**config.mk**
```make
export PLATFORM = sky130hd
export DESIGN_NAME = tl_phase_scheduler
export DESIGN_NICKNAME = d
export VERILOG_FILES = /design/src/rtl/tl_phase_scheduler.sv
export SDC_FILE = /design/constraint.sdc
export NUM_CORES = 1
export LEC_CHECK = 0
export ABC_AREA = 1
export CAP_MARGIN = 10
export CORE_UTILIZATION = 62
export DETAILED_ROUTE_END_ITERATION = 12
export DONT_BUFFER_PORTS = 1
export PLACE_DENSITY = 0.78
export SLEW_MARGIN = 20
export SYNTH_ARGS = -nofsm -noshare
export SYNTH_HDL_FRONTEND = slang
export SYNTH_SLANG_ARGS = --single-unit
```
**constraint.sdc**
```tcl
create_clock -name clk -period 2.6 [get_ports clk]
set_input_delay 0.13 -clock clk [delete_from_list [all_inputs] [get_ports clk]]
set_output_delay 0.13 -clock clk [all_outputs]
set_load 0.01 [all_outputs]
```
**src/rtl/tl_phase_scheduler.sv**
```systemverilog
// -----------------------------------------------------------------------------
// tl_phase_scheduler
//
// Request-driven phase scheduler for the three-way crossing (J, P, C).
// One direction at a time is given GREEN, then YELLOW, then ALLRED. After
// ALLRED the next direction is picked round-robin from the latched requests.
// If no request is latched, the scheduler falls back to the plain J->P->C
// rotation. A green phase lasts at least MIN_G s when it is ended by a
// competing request, and never more than MAX_G s. The manual advance ends
// a green phase at once.
//
// Parameters
//   UCY    clk cycles per 1 s tick (>= 2)
//   MIN_G  minimum green in seconds (1..MAX_G)
//   MAX_G  maximum green in seconds (<= 255)
//   Y      yellow in seconds (>= 1)
//   AR     all-red in seconds (>= 1)
//
// Ports
//   clk      in   1  system clock
//   rst      in   1  synchronous reset, active low
//   req      in   3  request pulses/levels, bit0=J bit1=P bit2=C
//   adv      in   1  manual advance, ends the current green
//   green    out  3  one-hot green lamp (same bit order as req)
//   yellow   out  3  one-hot yellow lamp
//   cur_dir  out  2  direction owning the phase, 0=J 1=P 2=C
//   phase    out  2  0=GREEN 1=YELLOW 2=ALLRED
//   tick     out  1  one-cycle pulse in the last cycle of each second
// -----------------------------------------------------------------------------
module tl_phase_scheduler #(
    parameter int UCY   = 1000,
    parameter int MIN_G = 3,
    parameter int MAX_G = 10,
    parameter int Y     = 3,
    parameter int AR    = 1
) (
    input  logic       clk,
    input  logic       rst,
    input  logic [2:0] req,
    input  logic       adv,
    output logic [2:0] green,
    output logic [2:0] yellow,
    output logic [1:0] cur_dir,
    output logic [1:0] phase,
    output logic       tick
);

    typedef enum logic [1:0] {
        PH_GREEN  = 2'd0,
        PH_YELLOW = 2'd1,
        PH_ALLRED = 2'd2
    } phase_e;

    localparam int          PW       = (UCY > 2) ? $clog2(UCY) : 1;
    localparam logic [PW-1:0] PRE_LAST = PW'(UCY - 1);
    localparam logic [31:0] MIN_G_L  = 32'(MIN_G);
    localparam logic [31:0] MAX_G_L  = 32'(MAX_G);
    localparam logic [31:0] Y_L      = 32'(Y);
    localparam logic [31:0] AR_L     = 32'(AR);

    // One-hot lamp/request pattern for a direction code; code 3 maps to none.
    function automatic logic [2:0] onehot_f(input logic [1:0] d);
        logic [2:0] oh;
        case (d)
            2'd0:    oh = 3'b001;
            2'd1:    oh = 3'b010;
            2'd2:    oh = 3'b100;
            default: oh = 3'b000;
        endcase
        return oh;
    endfunction

    // Successor of a direction in the J->P->C rotation.
    function automatic logic [1:0] succ_f(input logic [1:0] d);
        logic [1:0] s;
        case (d)
            2'd0:    s = 2'd1;
            2'd1:    s = 2'd2;
            default: s = 2'd0;
        endcase
        return s;
    endfunction

    // Round-robin pick: first pending direction after d, otherwise d+1.
    function automatic logic [1:0] pick_f(input logic [1:0] d, input logic [2:0] pend);
        logic [1:0] c1;
        logic [1:0] c2;
        logic [1:0] nd;
        c1 = succ_f(d);
        c2 = succ_f(c1);
        if ((pend & onehot_f(c1)) != 3'b000) begin
            nd = c1;
        end else if ((pend & onehot_f(c2)) != 3'b000) begin
            nd = c2;
        end else begin
            nd = c1;
        end
        return nd;
    endfunction

    phase_e        phase_r;
    logic [1:0]    dir_r;
    logic [PW-1:0] pre_r;
    logic [7:0]    sc_r;
    logic [2:0]    pending_r;

    logic [2:0]    req_mask_s;
    logic [2:0]    pend_eff_s;
    logic [31:0]   sc_inc_s;
    logic          green_exit_s;
    logic          yellow_exit_s;
    logic          allred_exit_s;
    logic          phase_chg_s;
    logic [1:0]    next_dir_s;
    logic [PW-1:0] pre_next_s;
    logic [7:0]    sc_next_s;
    logic [2:0]    pending_next_s;

    // Request latching: the green direction's own request is dropped.
    always_comb begin
        req_mask_s = 3'b111;
        if (phase_r == PH_GREEN) begin
            req_mask_s = ~onehot_f(dir_r);
        end else begin
            req_mask_s = 3'b111;
        end
        pend_eff_s = pending_r | (req & req_mask_s);
        next_dir_s = pick_f(dir_r, pend_eff_s);
    end

    // Phase exit conditions; seconds elapsed counts the tick in progress.
    always_comb begin
        sc_inc_s      = 32'(sc_r) + 32'd1;
        green_exit_s  = 1'b0;
        yellow_exit_s = 1'b0;
        allred_exit_s = 1'b0;
        phase_chg_s   = 1'b0;
        if (adv) begin
            green_exit_s = 1'b1;
        end else if (tick && (sc_inc_s >= MAX_G_L)) begin
            green_exit_s = 1'b1;
        end else if (tick && (sc_inc_s >= MIN_G_L)
                     && ((pending_r & ~onehot_f(dir_r)) != 3'b000)) begin
            green_exit_s = 1'b1;
        end else begin
            green_exit_s = 1'b0;
        end
        yellow_exit_s = tick && (sc_inc_s >= Y_L);
        allred_exit_s = tick && (sc_inc_s >= AR_L);
        case (phase_r)
            PH_GREEN:  phase_chg_s = green_exit_s;
            PH_YELLOW: phase_chg_s = yellow_exit_s;
            PH_ALLRED: phase_chg_s = allred_exit_s;
            default:   phase_chg_s = 1'b1;
        endcase
    end

    // Prescaler, second counter and pending latch next values.
    always_comb begin
        pre_next_s     = pre_r;
        sc_next_s      = sc_r;
        pending_next_s = pend_eff_s;
        if (phase_chg_s) begin
            pre_next_s = '0;
            sc_next_s  = 8'd0;
        end else if (pre_r == PRE_LAST) begin
            pre_next_s = '0;
            sc_next_s  = sc_r + 8'd1;
        end else begin
            pre_next_s = pre_r + PW'(1);
            sc_next_s  = sc_r;
        end
        // A grant clears the winner's request, including one arriving now.
        if (phase_chg_s && (phase_r == PH_ALLRED)) begin
            pending_next_s = pend_eff_s & ~onehot_f(next_dir_s);
        end else begin
            pending_next_s = pend_eff_s;
        end
    end

    // Phase FSM with registered lamp, tick and counter state.
    always_ff @(posedge clk) begin
        if (!rst) begin
            phase_r   <= PH_GREEN;
            dir_r     <= 2'd0;
            pre_r     <= '0;
            sc_r      <= 8'd0;
            pending_r <= 3'b000;
            green     <= 3'b001;
            yellow    <= 3'b000;
            tick      <= 1'b0;
        end else begin
            pre_r     <= pre_next_s;
            sc_r      <= sc_next_s;
            pending_r <= pending_next_s;
            tick      <= (pre_next_s == PRE_LAST);
            case (phase_r)
                PH_GREEN: begin
                    if (green_exit_s) begin
                        phase_r <= PH_YELLOW;
                        green   <= 3'b000;
                        yellow  <= onehot_f(dir_r);
                    end else begin
                        green   <= onehot_f(dir_r);
                        yellow  <= 3'b000;
                    end
                end
                PH_YELLOW: begin
                    if (yellow_exit_s) begin
                        phase_r <= PH_ALLRED;
                        green   <= 3'b000;
                        yellow  <= 3'b000;
                    end else begin
                        green   <= 3'b000;
                        yellow  <= onehot_f(dir_r);
                    end
                end
                PH_ALLRED: begin
                    if (allred_exit_s) begin
                        phase_r <= PH_GREEN;
                        dir_r   <= next_dir_s;
                        green   <= onehot_f(next_dir_s);
                        yellow  <= 3'b000;
                    end else begin
                        green   <= 3'b000;
                        yellow  <= 3'b000;
                    end
                end
                default: begin
                    // Illegal encoding: fall back to a safe J green.
                    phase_r <= PH_GREEN;
                    dir_r   <= 2'd0;
                    green   <= 3'b001;
                    yellow  <= 3'b000;
                end
            endcase
        end
    end

    assign phase   = phase_r;
    assign cur_dir = dir_r;

endmodule
```
==> results.toml, run 1 <==
[cells_and_area]
syn_to_final_growth_pct = 7.81
nNetsFinal = 298
diodes = 0
drive_gt1_share_pct = 12.2
ff_latch_area_um2 = 641
nFillCells = 244
final_cells = 319
final_area_um2 = 1970
post-route-util_pct = 70.8
multi_input_comb_area_um2 = 1040

[synthesis]
synth_mux_area_share_pct = 0
ys_types = 28
synth_compound_area_share_pct = 8.77
synth_area_per_cell_um2 = 6.59
synthSimpleGateAreaFrac_pct = 43.2
synth_fa_ha_area_share_pct = 3.43
async_reset_ff_share_pct = 0
ys.flop_type = "dfxtp_1"
yosys.area.top_type = "dfxtp_1"
yosys-top-cells-area = "dfxtp_1 (35%), nand2_1 (17%), inv_1 (6.6%)"
yosys_warnings = 0
synth_fp_nets = 288
synth_seq_area_share_pct = 35.1
syn_inst = 277
synth_top_family_by_area = "simple AND/OR/NAND/NOR gates"
synth-seq-cells = 32
synth_edf_count = 0
synth_xor_area_share_pct = 1.44
syn_area_um2 = 1830
post-synth-top-area-fraction_pct = 35.1

[critical_path]
start_kind = "flip-flop"
crit_arrival_ns = 2.47
path_class = "flip-flop to flip-flop"
worstReg2RegEnd = "pre_r[7]"
cp.required_ns = 2.87
critPathCaptureType = "flip-flop"
r2r_start = "sc_r[0]"
r2r_slack_ns = 0.40
critPathMaxFanout = 6
endpoint = "pre_r[7]"
critPathLaunch = "sc_r[0]"
reg2reg_depth = 12

[placed_design]
port_buffers = 0
dpl.cell_count = 309
hpwlAfterDp_um = 2740
placed_cell_area_um2 = 1870
gp_routability_congestion = 0.885

[grt]
grt_overflow = 0
grt_pass1_wl_um = 6500
antenna_found_initial = 0
grt_max_degree = 15
grt_pass1_vias = 1484
grt_usage_pct = 26.1

[timing]
rsz0062_at_grt = "false"
finalMaxSlewViolations = 0
setup_violations = 0
fin_crit_ns = 2.20
hold_violations = 0
whs_ns = 0.0352
max_freq_mhz = 455
tightest_slew_ns = 0.472
clock_skew_ns = 0.00933
fin_crit_sh_pct = 84.6
fin_tns_setup_ns = 0
slew_headroom_pct = 68.4

[routing]
routed_wl_um = 3670
viasPerCell = 5.38
first_iter_violations = 158
wl_per_cell_um = 11.5
ant_nets = 0
drc_errors = 0
dr_total_vias = 1715
drt_pass1_iterations = 4

[floorplan]
start_util_pct = 65.6
rows = 19
dieArea_um2 = 3170
core_area_um2 = 2780
die_h_um = 56.3
ioPinCount = 17
die_x_um = 56.3

[pwr]
switchingPower_mw = 0.221
vdd_drop_max_uv = 449
pwr_density_cell_nw_per_um2 = 479
p_comb_share_pct = 6.6
p_int_mw = 0.721
pwr-share-seq_pct = 54.0
p_clk_share_pct = 39.4
power_leakage_nw = 0.889
netSwitchingFraction_pct = 23.4

[cts]
cts_sinks = 32
cts_root_buf = "clkbuf_4"
post_cts_buffers = 0
clk_pin_slew_ns = 0.10
cts_resized = 0
cts_hold_buf = 2
clk_latency_ns = 0.34
cts_tree = "done"
clock_path_buffers = 2
numCtsBuffers = 5
cts.htree.levels = 2

[run]
cap_violations = 0

[hold_path]
hold_path.class = "primary input to flip-flop"

[run_status]
status = "completed"
cells in the final DEF, fill, tap and decap left out, drive strengths merged, types with 2 or more instances in the layout:
| cell | synthesis | routed |
|---|---|---|
| a21oi | 10 | 10 |
| and3 | 3 | 3 |
| buf | 1 | 3 |
| clkbuf | 1 | 6 |
| clkinv | 1 | 2 |
| dfxtp | 32 | 32 |
| dlygate4sd3 | 0 | 2 |
| ha | 5 | 5 |
| inv | 34 | 34 |
| nand2 | 87 | 87 |
| nand3 | 22 | 22 |
| nand3b | 2 | 2 |
| nand4 | 8 | 8 |
| nor2 | 44 | 44 |
| nor3 | 4 | 4 |
| o21ai | 15 | 15 |
| o21bai | 2 | 2 |
| xor2 | 2 | 2 |
logic make-up after synthesis:
| family | count (synthesis) |
|---|---|
| buffers and inverters | 37 |
| AOI/OAI and AO/OA | 29 |
| and+or+nand+nor | 171 |
| adders and majority gates | 5 |
| DFF | 32 |
| xor gates and xnor gates | 3 |
synth_stat cells, types with 2 or more instances:
cell	instances
a21oi_1	9
and3_1	3
dfxtp_1	32
ha_1	5
inv_1	32
inv_2	2
nand2_1	83
nand2_2	3
nand3_1	19
nand3_2	3
nand3b_1	2
nand4_1	8
nor2_1	29
nor2_2	13
nor2_4	2
nor3_1	4
o21ai_0	15
o21bai_1	2
xor2_1	2
flip-flops by register name, summed over array words and instances (netlist names):
name       count
sc_r           8
green          3
pre_r         10
yellow         3
phase          2
cur_dir        2
tick           1
pending_r      3
power groups by stage:
stage	Clock [mW]	Combinational, mW	Sequential [mW]
floorplan	0	0.0518	0.518
global placement	0	0.0578	0.520
detailed placement	0	0.0582	0.520
CTS	0.380	0.0617	0.509
global route	0.398	0.0734	0.510
finish	0.371	0.0623	0.509
final cells by class:
type | count | share of cell area, %
Multi-Input combinational cell | 208 | 52.8
Clock inverter | 2 | 1.78
Inverter | 35 | 6.68
Clock buffer | 6 | 2.10
Tap cell | 31 | 1.97
Sequential cell | 32 | 32.5
Timing Repair Buffer | 5 | 2.16
worst min-delay path by stage:
stage,startpoint,to,slack (ns),depth (start not counted)
after floorplan,rst,pending_r[0],0.25,2
after global routing,rst,cur_dir[0],0.04,2
after detailed placement,rst,pending_r[0],0.26,2
final,rst,pre_r[1],0.04,2
after global placement,rst,pending_r[0],0.26,2
after CTS,req[0],pending_r[0],0.02,4
critical path, cell delays in order (launching register included):
cell and delay [ns]:
dfxtp_1 0.46, inv_2 0.11, ha_1 0.36, nor2_1 0.12
nand2_1 0.06, nand2_1 0.06, nand2_1 0.05, nand3b_1 0.17
a21oi_2 0.22, nand3_2 0.09, nand2_2 0.13, nand3_1 0.16
nor2_1 0.14
through the flow:
stage	power (mW)	setup WS, ns
after floorplan	0.570	0.667
after global placement	0.578	0.482
after detailed placement	0.578	0.416
after CTS	0.951	0.384
after global routing	0.981	0.183
final	0.942	0.401
per-layer routing:
layer	routed length, um	vias to the layer above	track usage (%)	share of wire (%)
met1	1870	749	36.3	51
met5	0	-	0	0
met3	234	8	8.29	6.4
met4	64	0	9.76	1.7
li1	-	909	-	-
met2	1500	49	37.9	41
Power figures use the tool's default switching activity.
==> inputs of run 2 (changes only) <==
Clock period 2.6 ns to 2.3 ns, I/O delays scaled along.
==> run 2 against run 1 <==
Effect of this change: via count grew 0.47%; register-to-register slack lost 0.17 ns; sequential power grew 13%; largest power group unchanged; worst hold slack lost 0.075 ns; critical path type unchanged; the flow now finishes with violations (negative hold slack); routed wire length grew 2.1%; critical endpoint is now pre_r[4].
==> results.toml, run 2 (synthesis gave the netlist of run 1 again) <==
[placed_design]
hpwlAfterDp_um = 2770
dpl.cell_count = 310
gp_routability_congestion = 0.891
pre_cts_slack_ns = 0.121
port_buffers = 0

[floorplan]
start_util_pct = 65.6
die_x_um = 56.3
die_h_um = 56.3
dieArea_um2 = 3170
rows = 19
core_area_um2 = 2780
ioPinCount = 17

[cts]
cts_root_buf = "clkbuf_4"
clk_pin_slew_ns = 0.10
cts_hold_buf = 2
post_cts_buffers = 0
cts_tree = "done"
cts.htree.levels = 2
cts_sinks = 32
numCtsBuffers = 5
clk_latency_ns = 0.34
clock_path_buffers = 2

[cells_and_area]
final_common_cell = "nand2_1"
regMostFlops = "pre_r"
final_cells = 320
top_regs = "pre_r x10, sc_r x8"
nNetsFinal = 299
most-common-layout-cells = "nand2_1 (83), inv_1 (32), dfxtp_1 (30)"
largest_register_ffs = 10
drive_gt1_share_pct = 13.5
diodes = 0
syn_to_final_growth_pct = 8.64

[routing]
dr_total_vias = 1723
first_iter_violations = 121
ant_nets = 0
drc_errors = 0
viasPerCell = 5.38
drt_pass1_iterations = 5
wl_per_cell_um = 11.7
routed_wl_um = 3750

[pwr]
pwr_density_cell_nw_per_um2 = 539
power.total_mw = 1.07
power_leakage_nw = 0.897
vdd_drop_max_uv = 543

[timing]
setup_violations = 0
clock_skew_ns = 0.0119
whs_ns = -0.0393
hold_violations = 4
fin_crit_sh_pct = 90.1
fin_crit_ns = 2.07
finalMaxSlewViolations = 0
worst_slack_ns = 0.229
rsz0062_at_grt = "true"
tightest_slew_ns = 0.388
slew_headroom_pct = 74.1
fin_tns_setup_ns = 0
max_freq_mhz = 483

[grt]
grt_max_degree = 15
grt_pass1_vias = 1527
grt_overflow = 0
antenna_found_initial = 0
grt_usage_pct = 26.6
grt_pass1_wl_um = 6510

[run]
cap_violations = 0

[critical_path]
path_cells = "inv_2 > ha_1 > nor2_1 > nand2_1 > nand2_1 > nand2_1 > nand3b_1 > a21oi_2 > nand3_2 > nand2_2 > nand2_4 > nor2_1"
cpMostUsedCell = "nand2_1"
start_kind = "flip-flop"
cp_slowest_cell = "dfxtp_2"
critPathCaptureType = "flip-flop"
cpPeakStageDelay_ns = 0.40
crit_arrival_ns = 2.34
critPathMaxFanout = 13
cp.required_ns = 2.57
path_class = "flip-flop to flip-flop"

[run_status]
status = "finished with violations"
violations = "negative hold slack"

[hold_path]
hold_path.class = "primary input to flip-flop"
## run 2: cell types whose count changed in the layout (fill, tap and decap cells not counted)
cell and change:
dfxtp_2 +2, dfxtp_1 -2, nand3_1 -1, nand3_2 +1
buf_4 +1
## run 2: worst max-delay path, delay by kind of cell, from the launching register on
family | cells | cell delay (ns)
DFF | 1 | 0.40
buffers and inverters | 1 | 0.09
adders and majority gates | 1 | 0.34
AOI/OAI and AO/OA | 1 | 0.23
and+or+nand+nor | 9 | 0.95
## run 2: report_power, final
group | switching [mW] | internal (mW) | total, mW
registers | 0.00990 | 0.565 | 0.575
logic | 0.0480 | 0.0248 | 0.0728
clock network | 0.194 | 0.228 | 0.422
## run 2: metal layers
layer,share of wire (%),global-route usage (%),vias to the layer above
met5,0,0,-
met2,43,39.8,36
met4,2.1,10.8,0
li1,-,-,909
met1,50,35.2,769
met3,5.6,8.99,9
## run 2: worst paths after layout
| path | from | end | slack (ns) | cells past startpoint |
|---|---|---|---|---|
| worst max-delay path | sc_r[0] | pre_r[4] | 0.23 | 12 |
| worst min-delay path | rst | pre_r[1] | -0.04 | 2 |
| worst max register to register | sc_r[0] | pre_r[4] | 0.23 | 12 |
| worst min register to register | pre_r[0] | pre_r[0] | 0.48 | 1 |
## run 2: what timing repair did
item | CTS | global route
endpoints found under the hold margin | 7 | 5
endpoints found under the setup margin | 0 | 17
gates resized for setup | 0 | 3
## run 2: stage by stage
stage / util [%] / cell area [um2]
global route: 71.3 / 1980
global placement: 67.6 / 1880
finish: 71.3 / 1980
CTS: 71.0 / 1980
floorplan: - / 1830
detailed placement: 67.6 / 1880
## run 2: layout make-up
cell class / instances / area [um2]
multi-input cells: 208 / 1040
well taps: 31 / 38.8
repair buffers: 6 / 50.0
flip-flops and latches: 32 / 643
inverters: 35 / 131
clock inverters: 2 / 35.0
clock buffers: 6 / 41.3
fillers: 233 / 798
==> inputs of run 3 (changes only) <==
==> constraint.sdc (replaced) <==
create_clock -name clk -period 2.3 [get_ports clk]
set_input_delay 0.46 -clock clk [delete_from_list [all_inputs] [get_ports clk]]
set_output_delay 0.46 -clock clk [all_outputs]
set_load 0.01 [all_outputs]
==> run 3 against run 2 <==
Effect of this change: the flow now finishes without violations; power is 0.70% lower; worst hold slack better by 0.28 ns; worst setup slack worse by 0.0032 ns; largest power group unchanged.
==> results.toml, run 3 (synthesis gave the netlist of run 1 again) <==
[grt]
grt_overflow = 0
grt_pass1_wl_um = 6330
antenna_found_initial = 0
grt_max_degree = 15
grt_pass1_vias = 1504
grt_usage_pct = 25.9

[pwr]
vdd_drop_max_uv = 546
pwr_density_cell_nw_per_um2 = 541
power_leakage_nw = 0.889
power.total_mw = 1.06

[cts]
post_cts_buffers = 0
cts.htree.levels = 2
clock_path_buffers = 2
clk_latency_ns = 0.33
cts_sinks = 32
cts_tree = "done"
clk_pin_slew_ns = 0.10
cts_root_buf = "clkbuf_4"
numCtsBuffers = 5

[timing]
whs_ns = 0.237
fin_crit_sh_pct = 90.2
finalMaxSlewViolations = 0
hold_violations = 0
fin_tns_setup_ns = 0
slew_headroom_pct = 73.5
rsz0062_at_grt = "true"
worst_slack_ns = 0.225
tightest_slew_ns = 0.396
setup_violations = 0
clock_skew_ns = 0.00949
max_freq_mhz = 482
fin_crit_ns = 2.07

[floorplan]
rows = 19
ioPinCount = 17
dieArea_um2 = 3170
die_x_um = 56.3
core_area_um2 = 2780
start_util_pct = 65.6
die_h_um = 56.3

[critical_path]
cp.required_ns = 2.57
critPathCaptureType = "flip-flop"
r2r_start = "sc_r[0]"
critPathMaxFanout = 13
critPathLaunch = "sc_r[0]"
crit_arrival_ns = 2.34
path_class = "flip-flop to flip-flop"
start_kind = "flip-flop"

[cells_and_area]
diodes = 0
multi_input_comb_area_um2 = 1040
final_area_um2 = 1960
drive_gt1_share_pct = 13.6
syn_to_final_growth_pct = 7.54
most-common-layout-cells = "nand2_1 (83), inv_1 (32), dfxtp_1 (30)"
top_regs = "pre_r x10, sc_r x8"
nFillCells = 239
largest_register_ffs = 10
final_common_cell = "nand2_1"
final_cells = 318
nNetsFinal = 297
regMostFlops = "pre_r"
post-route-util_pct = 70.6
ff_latch_area_um2 = 643

[hold_path]
min_from = "rst"
hold_path.class = "primary input to flip-flop"

[routing]
drt_pass1_iterations = 4
viasPerCell = 5.38
first_iter_violations = 116
routed_wl_um = 3680
drc_errors = 0
ant_nets = 0
dr_total_vias = 1710
wl_per_cell_um = 11.6

[run_status]
status = "completed"

[run]
cap_violations = 0

[placed_design]
hpwlAfterDp_um = 2770
dpl.cell_count = 310
placed_cell_area_um2 = 1880
port_buffers = 0
gp_routability_congestion = 0.891
pre_cts_slack_ns = 0.121
==> run 3: changes by cell type in the layout (fill, tap and decap cells not counted), sizes merged <==
cell / previous run / this run
dlygate4sd3: 2 / 0
==> run 3: worst paths after layout <==
path                   to  slack [ns]  cells after the start
max reg2reg      pre_r[4]        0.23                     12
max              pre_r[4]        0.23                     12
min          pending_r[0]        0.24                      2
min reg2reg      pre_r[0]        0.48                      1
==> run 3: timing repair <==
action,4_1_cts,5_1_grt
hold buffers,0,0
gates resized for setup,0,3
endpoints found under the setup margin,0,17
==> run 3: layout make-up <==
cell class	count	share of cell area (%)
Timing Repair Buffer	4	1.53
Multi-Input combinational cell	208	53.2
Inverter	35	6.69
Sequential cell	32	32.8
Tap cell	31	1.98
Clock buffer	6	2.10
Clock inverter	2	1.78
==> run 3: layer usage <==
layer | track usage [%] | wire length, um
met1 | 34.6 | 1830
met2 | 38.1 | 1580
met3 | 8.76 | 218
met4 | 10.8 | 47
met5 | 0 | 0
==> run 3: power breakdown <==
group	total (mW)	internal, mW	switching (mW)
Sequential	0.575	0.565	0.00996
Combinational	0.0687	0.0226	0.0462
Clock	0.419	0.228	0.191
Total	1.06	0.815	0.247
==> run 3: critical path, cell delays in order, from the launching register on <==
cell	delay (ns)
dfxtp_2	0.40
inv_2	0.09
ha_1	0.34
nor2_1	0.12
nand2_1	0.07
nand2_1	0.06
nand2_1	0.05
nand3b_1	0.17
a21oi_2	0.23
nand3_2	0.09
nand2_2	0.13
nand2_4	0.15
nor2_1	0.11
